### config.mk
export PLATFORM = sky130hd
export DESIGN_NAME = mem_access_unit
export DESIGN_NICKNAME = d
export VERILOG_FILES = /design/src/rtl/mem_access_pkg.sv /design/src/rtl/mem_lane_align.sv /design/src/rtl/mem_access_unit.sv
export SDC_FILE = /design/constraint.sdc
export NUM_CORES = 1
export LEC_CHECK = 0
export ABC_AREA = 0
export BUFFER_PORTS_ARGS = -buffer_cell sky130_fd_sc_hd__buf_2
export CORE_ASPECT_RATIO = 1.25
export CORE_MARGIN = 5
export CORE_UTILIZATION = 45
export CTS_CLUSTER_SIZE = 30
export DETAILED_ROUTE_END_ITERATION = 8
export PLACE_DENSITY = 0.83
export SYNTH_ARGS = -nofsm -noshare
export SYNTH_HDL_FRONTEND = slang
export SYNTH_SLANG_ARGS = --single-unit
### constraint.sdc
create_clock -name clk -period 2.8 [get_ports clk]
set_input_delay 0.42 -clock clk [delete_from_list [all_inputs] [get_ports clk]]
set_output_delay 0.42 -clock clk [all_outputs]
set_load 0.05 [all_outputs]
### src/rtl/mem_access_pkg.sv
// Shared definitions for the MEM-stage data memory access unit: size codes,
// controller states and the byte-enable lane pattern.
package mem_access_pkg;

    localparam logic [1:0] SZ_NONE = 2'b00;
    localparam logic [1:0] SZ_WORD = 2'b01;
    localparam logic [1:0] SZ_BYTE = 2'b10;
    localparam logic [1:0] SZ_HALF = 2'b11;

    typedef enum logic [1:0] {
        IDLE = 2'b00,
        BUS  = 2'b01,
        DONE = 2'b10
    } state_e;

    // Byte enables for an access of the given size at byte lane 'lane'.
    function automatic logic [3:0] be_pattern(input logic [1:0] size, input logic [1:0] lane);
        logic [3:0] be_v;
        be_v = 4'b0000;
        case (size)
            SZ_WORD: be_v = 4'b1111;
            SZ_HALF: be_v = lane[1] ? 4'b1100 : 4'b0011;
            SZ_BYTE: be_v = 4'b0001 << lane;
            default: be_v = 4'b0000;
        endcase
        return be_v;
    endfunction

endpackage

### src/rtl/mem_lane_align.sv
// Little-endian lane alignment. With is_load=0 it replicates store data onto
// every lane of its size; with is_load=1 it picks the addressed byte/half out
// of a memory word and sign-extends it. be is the lane pattern in both modes.
module mem_lane_align
    import mem_access_pkg::*;
(
    input  logic [1:0]  size,
    input  logic [1:0]  lane,
    input  logic        is_load,
    input  logic [31:0] data_in,
    output logic [3:0]  be,
    output logic [31:0] data_out
);

    logic [7:0]  byte_s;
    logic [15:0] half_s;

    // Select the addressed byte and half of the incoming word.
    always_comb begin
        byte_s = 8'h00;
        half_s = 16'h0000;
        case (lane)
            2'b00:   byte_s = data_in[7:0];
            2'b01:   byte_s = data_in[15:8];
            2'b10:   byte_s = data_in[23:16];
            2'b11:   byte_s = data_in[31:24];
            default: byte_s = 8'h00;
        endcase
        if (lane[1]) begin
            half_s = data_in[31:16];
        end else begin
            half_s = data_in[15:0];
        end
    end

    // Produce steered store data or the sign-extended load value.
    always_comb begin
        be       = be_pattern(size, lane);
        data_out = 32'h0000_0000;
        if (is_load) begin
            case (size)
                SZ_WORD: data_out = data_in;
                SZ_HALF: data_out = {{16{half_s[15]}}, half_s};
                SZ_BYTE: data_out = {{24{byte_s[7]}}, byte_s};
                default: data_out = 32'h0000_0000;
            endcase
        end else begin
            case (size)
                SZ_WORD: data_out = data_in;
                SZ_HALF: data_out = {2{data_in[15:0]}};
                SZ_BYTE: data_out = {4{data_in[7:0]}};
                default: data_out = 32'h0000_0000;
            endcase
        end
    end

endmodule

### src/rtl/mem_access_unit.sv
// MEM-stage data memory responder: accepts a load/store size code, runs one
// req/ack bus transaction with a timeout, and stalls the pipeline meanwhile.
module mem_access_unit
    import mem_access_pkg::*;
#(
    parameter int unsigned TIMEOUT = 16
) (
    input  logic        clk,
    input  logic        rst_n,
    input  logic [1:0]  mem_read,
    input  logic [1:0]  mem_write,
    input  logic [31:0] addr,
    input  logic [31:0] wdata,
    output logic [31:0] rdata,
    output logic        stall,
    output logic        done,
    output logic        misaligned,
    output logic        cmd_err,
    output logic        bus_err,
    output logic        bus_req,
    output logic        bus_we,
    output logic [31:0] bus_addr,
    output logic [3:0]  bus_be,
    output logic [31:0] bus_wdata,
    input  logic [31:0] bus_rdata,
    input  logic        bus_ack
);

    localparam int CNT_W = (TIMEOUT > 1) ? $clog2(TIMEOUT) : 1;

    state_e             state_r;
    state_e             state_next_s;
    logic [CNT_W-1:0]   cnt_r;
    logic [CNT_W-1:0]   cnt_next_s;
    logic [1:0]         rd_size_r;
    logic [1:0]         rd_size_next_s;
    logic [1:0]         lane_r;
    logic [1:0]         lane_next_s;

    logic [31:0]        rdata_next_s;
    logic               done_next_s;
    logic               mis_next_s;
    logic               cmd_err_next_s;
    logic               bus_err_next_s;
    logic               req_next_s;
    logic               we_next_s;
    logic [31:0]        addr_next_s;
    logic [3:0]         be_next_s;
    logic [31:0]        wdata_next_s;

    logic               cmd_present_s;
    logic               conflict_s;
    logic               is_load_cmd_s;
    logic [1:0]         cmd_size_s;
    logic               misalign_s;
    logic               accept_s;
    logic               timeout_s;

    logic [3:0]         store_be_s;
    logic [31:0]        store_data_s;
    logic [3:0]         load_be_unused_s;
    logic [31:0]        load_data_s;

    assign cmd_present_s = (mem_read != SZ_NONE) || (mem_write != SZ_NONE);
    assign conflict_s    = (mem_read != SZ_NONE) && (mem_write != SZ_NONE);
    assign is_load_cmd_s = (mem_read != SZ_NONE);
    assign cmd_size_s    = is_load_cmd_s ? mem_read : mem_write;
    assign misalign_s    = ((cmd_size_s == SZ_WORD) && (addr[1:0] != 2'b00)) ||
                           ((cmd_size_s == SZ_HALF) && addr[0]);
    assign accept_s      = (state_r == IDLE) && cmd_present_s && !conflict_s && !misalign_s;
    assign timeout_s     = (cnt_r == CNT_W'(TIMEOUT - 1));
    assign stall         = accept_s || (state_r == BUS);

    // Lane pattern and store steering for the incoming command (loads reuse the be).
    mem_lane_align u_store_align (
        .size     (cmd_size_s),
        .lane     (addr[1:0]),
        .is_load  (1'b0),
        .data_in  (wdata),
        .be       (store_be_s),
        .data_out (store_data_s)
    );

    // Extraction of the latched load from the returned memory word.
    mem_lane_align u_load_align (
        .size     (rd_size_r),
        .lane     (lane_r),
        .is_load  (1'b1),
        .data_in  (bus_rdata),
        .be       (load_be_unused_s),
        .data_out (load_data_s)
    );

    // Next-state logic and next values for every registered output.
    always_comb begin
        state_next_s   = state_r;
        cnt_next_s     = cnt_r;
        rd_size_next_s = rd_size_r;
        lane_next_s    = lane_r;
        rdata_next_s   = rdata;
        done_next_s    = 1'b0;
        mis_next_s     = 1'b0;
        cmd_err_next_s = 1'b0;
        bus_err_next_s = 1'b0;
        req_next_s     = bus_req;
        we_next_s      = bus_we;
        addr_next_s    = bus_addr;
        be_next_s      = bus_be;
        wdata_next_s   = bus_wdata;
        case (state_r)
            IDLE: begin
                if (cmd_present_s) begin
                    if (conflict_s) begin
                        cmd_err_next_s = 1'b1;
                    end else if (misalign_s) begin
                        mis_next_s = 1'b1;
                    end else begin
                        state_next_s   = BUS;
                        cnt_next_s     = {CNT_W{1'b0}};
                        req_next_s     = 1'b1;
                        we_next_s      = !is_load_cmd_s;
                        addr_next_s    = {addr[31:2], 2'b00};
                        be_next_s      = store_be_s;
                        wdata_next_s   = is_load_cmd_s ? 32'h0000_0000 : store_data_s;
                        rd_size_next_s = mem_read;
                        lane_next_s    = addr[1:0];
                    end
                end else begin
                    state_next_s = IDLE;
                end
            end
            BUS: begin
                // The timeout wins over an ack that lands in the same cycle.
                if (timeout_s) begin
                    state_next_s   = DONE;
                    req_next_s     = 1'b0;
                    rdata_next_s   = 32'h0000_0000;
                    done_next_s    = 1'b1;
                    bus_err_next_s = 1'b1;
                end else if (bus_ack) begin
                    state_next_s = DONE;
                    req_next_s   = 1'b0;
                    done_next_s  = 1'b1;
                    if (bus_we) begin
                        rdata_next_s = rdata;
                    end else begin
                        rdata_next_s = load_data_s;
                    end
                end else begin
                    cnt_next_s = cnt_r + CNT_W'(1);
                end
            end
            DONE: begin
                state_next_s = IDLE;
            end
            default: begin
                state_next_s = IDLE;
                req_next_s   = 1'b0;
            end
        endcase
    end

    // Controller state and timeout counter.
    always_ff @(posedge clk or negedge rst_n) begin
        if (!rst_n) begin
            state_r <= IDLE;
            cnt_r   <= {CNT_W{1'b0}};
        end else begin
            state_r <= state_next_s;
            cnt_r   <= cnt_next_s;
        end
    end

    // Registered bus, status and load-result outputs plus the latched load lane.
    always_ff @(posedge clk or negedge rst_n) begin
        if (!rst_n) begin
            rd_size_r  <= 2'b00;
            lane_r     <= 2'b00;
            rdata      <= 32'h0000_0000;
            done       <= 1'b0;
            misaligned <= 1'b0;
            cmd_err    <= 1'b0;
            bus_err    <= 1'b0;
            bus_req    <= 1'b0;
            bus_we     <= 1'b0;
            bus_addr   <= 32'h0000_0000;
            bus_be     <= 4'b0000;
            bus_wdata  <= 32'h0000_0000;
        end else begin
            rd_size_r  <= rd_size_next_s;
            lane_r     <= lane_next_s;
            rdata      <= rdata_next_s;
            done       <= done_next_s;
            misaligned <= mis_next_s;
            cmd_err    <= cmd_err_next_s;
            bus_err    <= bus_err_next_s;
            bus_req    <= req_next_s;
            bus_we     <= we_next_s;
            bus_addr   <= addr_next_s;
            bus_be     <= be_next_s;
            bus_wdata  <= wdata_next_s;
        end
    end

endmodule

* Word-level counts from Yosys, hierarchy flattened
Cells that the tools add are included.
Operators by class: bitwise logic cells 3, multiplexer cells 41, equal/unequal tests 21, add/sub/neg operators 1, shift operators 1, reductions and logical operators 24
Operator list (count):
- 32-bit case mux with 3 select lines | 2
- 32-bit 2-to-1 mux | 4
- 8-bit case mux with 4 select lines | 1
- 4-bit 2-to-1 mux | 6
- 1-bit 2-to-1 mux | 17
- 16-bit 2-to-1 mux | 1
- 2-bit == test, second input constant | 7
- 2-bit 2-to-1 mux | 6
- 4-bit case mux with 3 select lines | 1
- 2-bit != test, second input constant | 5
- 2-bit nonzero test | 5
- 3-bit != test, second input constant | 3
- 2-bit by 1-bit == test with 1-bit output, second input constant | 4
- 4-bit case mux with 2 select lines | 1
- 1-bit logical AND | 6
- 3-bit AND reduction | 2
- 6-bit AND reduction | 1
- 5-bit AND reduction | 1
- 4-bit by 1-bit adder with 4-bit output, second input constant | 1
- 4-bit == test, second input constant | 1
- 2-bit zero test | 2
- 2-bit case mux with 2 select lines | 1
- 4-bit AND reduction | 1
- 1-bit by 2-bit left shift with 4-bit output, first input constant | 1
- other kinds (5) | 11
Word-level totals: flip-flop bits (word level) 114, input port bits 103, word-level logic and storage cells 105, output and inout port bits 107

* Depth between registers and ports, before layout
Gate-level depths: netlist (run 1).
depth in word-level cells 9, mapped depth 8, gate-level depth less buffers 5

* Modules after synthesis
A second synthesis (run 1) with hierarchy kept.
Second synthesis, totals: cells, all modules 699, area total of the unflattened synthesis 6611.3 sq um
By module, submodules not included:
- mem_access_unit | cells an instance 369, times used 1, area an instance 4474.3 sq um
- mem_lane_align | cells an instance 165, times used 2, area an instance 1068.5 sq um

* Least setup slack after synthesis (run 1)
OpenSTA, ideal clock, no wires.
kind input to output, from in mem_read[1], to out stall, arrival 1968 ps, data required time 2380 ps, path slack 412 ps, cell stages on the path 4, cells stage by stage buf_4 > xnor2_1 > or3_4 > a41oi_1
On the way: longest elaborated chain between the ends 8, elaborated cells on any way between the ends 15, those cells by class eq/ne: 2; mux: 1; reduce/logical: 12
Ends and longest elaborated chain:
- start: declaration | RTL line mem_access_unit.sv:10 | input logic [1:0] mem_read,
- 2-bit nonzero test | RTL line mem_access_unit.sv:64, mem_access_unit.sv:65, mem_access_unit.sv:66
- 2-bit 2-to-1 mux | RTL line mem_access_unit.sv:67 | assign cmd_size_s = is_load_cmd_s ? mem_read : mem_write;
- 2-bit by 1-bit == test with 1-bit output / 2-bit == test (equally long branches) | RTL line mem_access_unit.sv:68, mem_access_unit.sv:69
- 1-bit logical AND, on equally long branches | RTL line mem_access_unit.sv:68, mem_access_unit.sv:69
- 1-bit logical OR | RTL line mem_access_unit.sv:68 | assign misalign_s = ((cmd_size_s == SZ_WORD) && (addr[1:0] != 2'b00)) ||
- 1-bit zero test | RTL line mem_access_unit.sv:70 | assign accept_s = (state_r == IDLE) && cmd_present_s && !conflict_s && !misalign_s;
- 1-bit logical AND * | RTL line mem_access_unit.sv:70
- 1-bit logical OR * | RTL line mem_access_unit.sv:72 | assign stall = accept_s || (state_r == BUS);
- end: declaration | RTL line mem_access_unit.sv:15 | output logic stall,
Mark *: on every way between the ends. The rest lies on a longest branch, timed or not.

* Worst setup path in the final report (run 1)
from reg cnt_r[0], to reg rdata[24]
On the way: longest elaborated chain between the ends 3, elaborated cells on any way between the ends 5, those cells by class eq/ne: 2; mux: 1; reduce/logical: 2
Ends and longest elaborated chain:
- start: declaration | RTL line mem_access_unit.sv:33 | logic [CNT_W-1:0] cnt_r;
- start signal: assignment | RTL line mem_access_unit.sv:167 | cnt_r <= {CNT_W{1'b0}};
- start signal: assignment | RTL line mem_access_unit.sv:170 | cnt_r <= cnt_next_s;
- 4-bit == test * | RTL line mem_access_unit.sv:71 | assign timeout_s = (cnt_r == CNT_W'(TIMEOUT - 1));
- 2-bit by 1-bit != test with 1-bit output (no source line) / 2-bit nonzero test (equally long branches)
- 3-bit AND reduction (no source line)
- end signal: assignment | RTL line mem_access_unit.sv:192 | rdata <= rdata_next_s;
- end: declaration | RTL line mem_access_unit.sv:14 | output logic [31:0] rdata,
Marked as above. A chain may end at the register's enable or synchronous reset.

==> results of run 1 <==
-- through the flow --
stage               util (%)  power [mW]  instance area (µm²)
floorplan                  -        5.81                 5540
global placement        55.2        6.78                 6680
detailed placement      55.2        6.90                 6680
CTS                     60.3        9.15                 7300
global route            60.3        9.50                 7300
finish                  60.3        9.10                 7300
-- power breakdown --
part | switching [mW] | internal [mW]
clock | 0.765 | 1.47
sequential | 0.448 | 2.27
combinational | 3.00 | 1.16
-- logic make-up (layout without fill, tap and decap cells) --
group           Yosys count  after routing  share of synthesized area [%]
other cells               1              2                         0.0677
xor+xnor                  2              2                          0.316
compound gates          173            173                           23.4
mux                      51             51                           10.5
fa+ha+maj                 1              1                          0.226
buf+inv                  52            260                           4.72
flops                   114            114                           51.5
simple gates            101            101                           9.28
-- Yosys cell counts, types with 2 or more instances --
cell type | count | share of area [%]
inv_1 | 7 | 0.47
xnor2_1 | 2 | 0.32
clkinv_1 | 2 | 0.14
nand2b_1 | 4 | 0.45
o221ai_1 | 7 | 1.1
nor2_1 | 15 | 1.0
o2bb2ai_1 | 8 | 1.3
a211oi_1 | 2 | 0.27
mux2_2 | 35 | 7.1
and2_1 | 4 | 0.45
or3_1 | 3 | 0.34
or2_2 | 9 | 1.0
o2111ai_1 | 8 | 1.3
a21oi_1 | 14 | 1.3
o211a_1 | 2 | 0.36
nor2b_1 | 8 | 0.90
a221o_1 | 24 | 4.3
buf_2 | 11 | 0.99
buf_6 | 5 | 1.0
mux4_2 | 2 | 0.81
a22o_1 | 16 | 2.5
and3_1 | 8 | 0.90
mux2i_1 | 14 | 2.5
a21o_1 | 12 | 1.6
nand3_1 | 4 | 0.36
a31oi_1 | 3 | 0.34
o21ai_0 | 33 | 3.0
buf_4 | 4 | 0.54
nor3_1 | 2 | 0.18
nand2_1 | 37 | 2.5
a22oi_1 | 24 | 3.3
o22ai_1 | 9 | 1.0
clkbuf_1 | 22 | 1.5
dfrtp_1 | 114 | 52
nor4_1 | 2 | 0.23
o211ai_1 | 3 | 0.41
-- registers in the layout, indices dropped and copies added, names as in the netlist, 2 cells and up --
register and flops:
bus_wdata 32, rdata 32, state_r 2, cnt_r 4
lane_r 2, bus_be 4, bus_addr 30, rd_size_r 2
-- routing by layer --
metal	wire length, µm	global-route usage, %
met1	6170	26.1
met2	8400	39.2
met5	13	0
met4	516	9.49
met3	1370	5.54
-- worst paths after layout --
kind	start	endpoint	slack, ps
worst max-delay path	cnt_r[0]$_DFFE_PN0P_	rdata[24]$_DFFE_PN0P_	420
worst max register to register	cnt_r[0]$_DFFE_PN0P_	rdata[24]$_DFFE_PN0P_	420
min in group clk	addr[10]	bus_addr[10]$_DFFE_PN0P_	250
max in group asynchronous	rst_n	rdata[8]$_DFFE_PN0P_	1930
worst min-delay path	rst_n	bus_addr[11]$_DFFE_PN0P_	130
worst min register to register	bus_wdata[12]$_DFFE_PN0P_	bus_wdata[12]$_DFFE_PN0P_	480
-- critical path: stages (launching register included) --
cell and delay, ps:
dfrtp_1 410, ha_1 250, nand3_1 120, and3_1 320
nor3b_2 900, a221o_1 300
-- cells in the final DEF (no fill, tap or decap), types with 3 or more instances in the layout --
cell	count
a21o_1	12
a21oi_1	14
a221o_1	24
a22o_1	16
a22oi_1	24
a31oi_1	3
and2_1	4
and3_1	8
buf_2	206
buf_4	11
bufinv_16	3
clkbuf_16	17
clkbuf_8	3
clkinvlp_4	5
dfrtp_1	114
inv_1	7
mux2_2	35
mux2i_1	14
nand2_1	37
nand2b_1	4
nand3_1	4
nor2_1	15
nor2b_1	8
o2111ai_1	8
o211ai_1	3
o21ai_0	33
o221ai_1	7
o22ai_1	9
o2bb2ai_1	8
or2_2	9
or3_1	3
-- cell type report --
class,count,area (µm²)
well taps,164,205
fillers,1007,4810
inverters,9,33.8
flip-flops and latches,114,2850
clock buffers,20,467
repair buffers,219,1150
multi-input cells,330,2430
clock inverters,12,155
==> summary.md, run 1 <==
| Metric | Value |
|---|---|
| First-pass iteration count of the detailed router | `6` |
| Static Leak | `3.67 nW` |
| Slew at the pin closest to its max-slew limit | `approximately 1000 ps` |
| Fraction of registers with async set or reset after synthesis | `100%` |
| Total GRT Usage | `22.5%` |
| Power density normalized to cell area | `roughly 1200 nW/µm²` |
| Std-Cell Rows | `45` |
| Initial antenna violation count | `1` |
| Worst slew slack as a fraction of its limit | `between 30% and 40%` |
| Place WS | `439 ps` |
| Number of violations reported at the end of detailed-routing iteration 0 | `284` |
| Placed wire-length estimate | `12500 µm` |
| Via count of the first global-routing pass | `5191` |
| Die footprint | `approximately 15000 µm²` |
| Relative area change from synthesis to final layout | `31.8%` |
| Count of input and output buffers | `a little over 200` |
| Class of the most critical hold timing path | `input port to asynchronous set/reset pin` |
| Count of instances resized after the clock tree is built | `0` |
| DR vias/cell | `slightly below 6` |
| Final non-filler cell total | `868` |
| Clk Latency, worst-skew pair | `410 ps` |
| Final Hold Violating Endpoints | `0` |
| Number of setup buffers added after CTS | `0` |
| Pin count of the biggest net entering global routing | `68` |
| Overall overflow remaining after global route | `0` |
| Mean post-synth cell area | `11.2 µm²` |
| Part of the Yosys area used for sequential elements | `51.5%` |
| Final net count | `795` |
| Core region area | `about 12000 µm²` |
| Number of distinct library cells after synthesis | `52` |
| Slew Viols, Final | `0` |
| Wire length of the first global-routing pass | `26100 µm` |
| Remaining DRCs | `0` |
| Root cell of the clock tree | `clkbuf_16` |
| DR WL/cell | `19.0 µm` |
| Clock slew at reported path FFs | `50 ps` |
| CTS tree | `yes` |
| Max-cap viol count | `0` |
| Final number of setup-violating endpoints | `0` |
| H-tree levels | `4` |
| Width of the chip | `109 µm` |
| Hold buffer count at CTS | `0` |
| Initial core utilization | `45.8%` |
| Number of flops mapped to enable cells by yosys | `0` |
| Post-route worst hold slack | `131 ps` |
| Largest vdd supply drop | `between 0.5 and 0.6 mV` |
| Global placement routability congestion | `0.972` |
| Setup ws final | `between 400 and 500 ps` |
| Worst-path maximum fanout | `17` |
| Final setup TNS | `0 ps` |
| Predominant post-synthesis flop cell | `dfrtp_1` |
| Endpoint arrival time on the critical path | `2710 ps` |
| Maximum buffer depth of the clock tree | `2` |
| Depth of the most critical reg-to-reg path | `5` |
| Synth Register Bits | `~110` |
| Outcome | `finished, final reports clean` |
| Layout Skew | `17.4 ps` |
| Fraction of layout instances using a drive strength above 1 | `43.0%` |
| Netlist Area Pre-Place | `5540 µm²` |
| Height of the die | `134 µm` |
| Fin crit share | `85.1%` |
| Synthesized instance count | `around 500` |
| Setup repair after global routing missed its margin | `no` |
| Final routed wirelength across all metal layers | `16500 µm` |
| Top achievable clock speed | `roughly 420 MHz` |
| Startpoint-to-endpoint class of the critical path | `register to register` |
| Required time reported for the critical path endpoint | `3130 ps` |
| Total inserted antenna cells | `0` |
| Total instance count after detailed placement | `836` |
| Synth warnings | `0` |
| Endpoint class of the critical path | `register` |
| Antenna Violating Nets Remaining | `0` |
| Clock buffers created by TritonCTS | `17` |
| TritonCTS sink count | `114` |
| Number of I/O pins | `210` |
| Routed via count | `5038` |
| Minimum clock period after layout | `2380 ps` |
| Sort of element at the start of the critical path | `register` |
No activity file was read; power rests on OpenSTA's default activity.
==> run 2, diff against run 1 <==
GPL_TIMING_DRIVEN = 0   (was unset)
clock period = 2.75 ns   (was 2.8 ns; I/O delays follow)
==> run 2 against run 1 <==
  * Non-clock buffer count is 30 higher
  * Utilization rose by 0.79 points
  * Total power up 1.6%
  * Sequential power barely moved
  * Final cell count rose by 3.5%
  * Die area stayed put
  * Count of clock-buffer cells in the layout grew 2
==> summary.md, run 2 (synthesis results as in run 1) <==
| Metric | Value |
|---|---|
| Outcome | `finished, final reports clean` |
| H-tree levels | `4 (unchanged)` |
| Most used cells in the layout excluding fill and tap cells | `215 x buf_2, 114 x dfrtp_1, 37 x nand2_1, 35 x mux2_2, 33 x o21ai_0` |
| Overall overflow remaining after global route | `0 (unchanged)` |
| Critical-path top delay cell | `buf_1` |
| Global placement routability congestion | `0.999 (+2.8%)` |
| Via count of the first global-routing pass | `5380 (+3.6%)` |
| TritonCTS sink count | `114 (unchanged)` |
| Top achievable clock speed | `430 MHz (+2.4%)` |
| Total GRT Usage | `23.5% (+0.96 points)` |
| Power density normalized to cell area | `1250 nW/µm² (+0.26%)` |
| Die footprint | `14600 µm² (unchanged)` |
| Static Leak | `3.74 nW (+1.9%)` |
| Setup repair after global routing missed its margin | `no` |
| Final setup TNS | `0 ps (unchanged)` |
| Required time reported for the critical path endpoint | `3040 ps (-90 ps)` |
| Maximum buffer depth of the clock tree | `2 (unchanged)` |
| CTS tree | `yes` |
| Slew at the pin closest to its max-slew limit | `987 ps (-56.7 ps)` |
| Fraction of power consumed by combinational cells | `47.5% (+1.9 points)` |
| Part of the power in the clock network | `23.6% (-1.0 points)` |
| Fin crit share | `84.6% (-0.50 points)` |
| Routed via count | `5234 (+3.9%)` |
| Startpoint-to-endpoint class of the critical path | `register to register` |
| Final net count | `825 (+3.8%)` |
| Worst-path maximum fanout | `10 (-7)` |
| Clock slew at reported path FFs | `50 ps (about the same)` |
| Number of I/O pins | `210 (unchanged)` |
| Top Metal Used | `met4` |
| Pin count of the biggest net entering global routing | `70 (+2.9%)` |
| Endpoint arrival time on the critical path | `2620 ps (-90 ps)` |
| Met2 wire len | `8630 µm (+2.8%)` |
| First-pass iteration count of the detailed router | `8 (+2)` |
| Placed wire-length estimate | `13000 µm (+3.7%)` |
| Layout Skew | `8.82 ps (-8.58 ps)` |
| Proportion of power drawn by flip-flops and latches | `28.9% (-0.9 points)` |
| Largest vdd supply drop | `0.486 mV (-9.9%)` |
| Number of setup buffers added after CTS | `0 (unchanged)` |
| Std-Cell Rows | `45 (unchanged)` |
| Minimum clock period after layout | `2330 ps (-56.3 ps)` |
| Reported net switching power | `4.31 mW (+2.4%)` |
| Slew Viols, Final | `0 (unchanged)` |
| Width of the chip | `109 µm (unchanged)` |
| Switching share of total power | `46.7% (+0.38 points)` |
| Initial core utilization | `45.8% (unchanged)` |
| DR WL/cell | `19.2 µm (+1.4%)` |
| Initial antenna violation count | `0 (-1)` |
| Hold buffer count at CTS | `0 (unchanged)` |
| Final Hold Violating Endpoints | `0 (unchanged)` |
| Worst slew slack as a fraction of its limit | `33.8% (+3.7 points)` |
| Most common cell after layout, fill and taps aside | `buf_2` |
| Antenna Violating Nets Remaining | `0 (unchanged)` |
| Fraction of layout instances using a drive strength above 1 | `42.0% (-1.1 points)` |
| Clk Latency, worst-skew pair | `410 ps (about the same)` |
| Total routed wire length on the met1 layer | `6430 µm (+4.3%)` |
| Routed wl met3 | `1560 µm (+14%)` |
| Root cell of the clock tree | `clkbuf_16` |
| Post-Route Utilization | `61.1% (+0.79 points)` |
| Total inserted antenna cells | `0 (unchanged)` |
| Number of violations reported at the end of detailed-routing iteration 0 | `396 (+39%)` |
| Setup ws final | `423 ps (+6.26 ps)` |
| Critical path, cell by cell | `clkbuf_1 -> buf_1 -> mux2i_1 -> o221ai_1 -> a221o_1` |
| Count of instances resized after the clock tree is built | `0 (unchanged)` |
| Slowest cell delay on critical path | `510 ps (-390 ps)` |
| Sort of element at the start of the critical path | `register` |
| Final routed wirelength across all metal layers | `17300 µm (+4.9%)` |
| Final number of setup-violating endpoints | `0 (unchanged)` |
| Clock buffers created by TritonCTS | `17 (unchanged)` |
| Largest regs | `bus_wdata: 32 flops, rdata: 32 flops, bus_addr: 30 flops` |
| Count of fill cells added during filler insertion | `994 (-1.3%)` |
| DR vias/cell | `5.83 (+0.42%)` |
| Max-cap viol count | `0 (unchanged)` |
| Relative area change from synthesis to final layout | `33.5%` |
| Endpoint class of the critical path | `register` |
| Core region area | `12100 µm² (unchanged)` |
| Class of the most critical hold timing path | `input port to asynchronous set/reset pin` |
| Cell Int Power | `4.93 mW (+0.85%)` |
| Wire length of the first global-routing pass | `26900 µm (+3.0%)` |
| Count of input and output buffers | `205 (-0.97%)` |
| Height of the die | `134 µm (unchanged)` |
| Place WS | `395 ps (-43.8 ps)` |
| Remaining DRCs | `0 (unchanged)` |
==> run 2: final cells by class <==
cell class	count	area [µm²]	share of cell area (%)
Sequential cell	114	2850	38.6
Multi-Input combinational cell	330	2430	32.8
Timing Repair Buffer	206	1060	14.3
Clock buffer	22	484	6.55
Buffer	43	228	3.08
Tap cell	164	205	2.77
Clock inverter	10	106	1.44
Inverter	9	33.8	0.457
==> run 2: worst max-delay path: cells and delay by family, from the launching register on <==
| kind | cells | cell delay [ps] |
|---|---|---|
| mux | 1 | 430 |
| buf+inv | 2 | 960 |
| flops | 1 | 340 |
| compound gates | 2 | 470 |
==> run 2: final timing paths <==
check	depth (start not counted)	endpoint	from	slack, ps
min	1	rdata[27]$_DFFE_PN0P_	rst_n	150
max reg2reg	5	rdata[5]$_DFFE_PN0P_	lane_r[1]$_DFFE_PN0P_	420
max	5	rdata[5]$_DFFE_PN0P_	lane_r[1]$_DFFE_PN0P_	420
min reg2reg	1	bus_wdata[11]$_DFFE_PN0P_	bus_wdata[11]$_DFFE_PN0P_	480
max in group asynchronous	2	cnt_r[2]$_DFFE_PN0P_	rst_n	1870
min in group clk	2	bus_addr[24]$_DFFE_PN0P_	addr[24]	230
==> run 2: power by group through the flow <==
stage	Combinational, mW	Clock, mW	Sequential, mW
6_report	4.39	2.18	2.68
5_1_grt	4.59	2.29	2.74
4_1_cts	4.40	2.20	2.67
3_5_place_dp	4.38	0	2.69
3_3_place_gp	4.30	0	2.66
2_1_floorplan	1.21	0	4.70
==> run 2: metrics by stage <==
step / cells / hold WS (ps) / instance area (µm²) / power (mW)
6_report: 898 / 147 / 7390 / 9.24
2_1_floorplan: 496 / 117 / 5540 / 5.92
3_5_place_dp: 866 / 460 / 6800 / 7.07
4_1_cts: 898 / 165 / 7390 / 9.27
3_3_place_gp: 865 / 455 / 6770 / 6.96
5_1_grt: 898 / 225 / 7390 / 9.62
==> run 2: per-layer routing <==
metal,vias to the layer above,GRT usage [%]
met5,-,0
li1,2331,-
met1,2516,27.4
met3,57,6.31
met4,0,12.2
met2,330,39.1
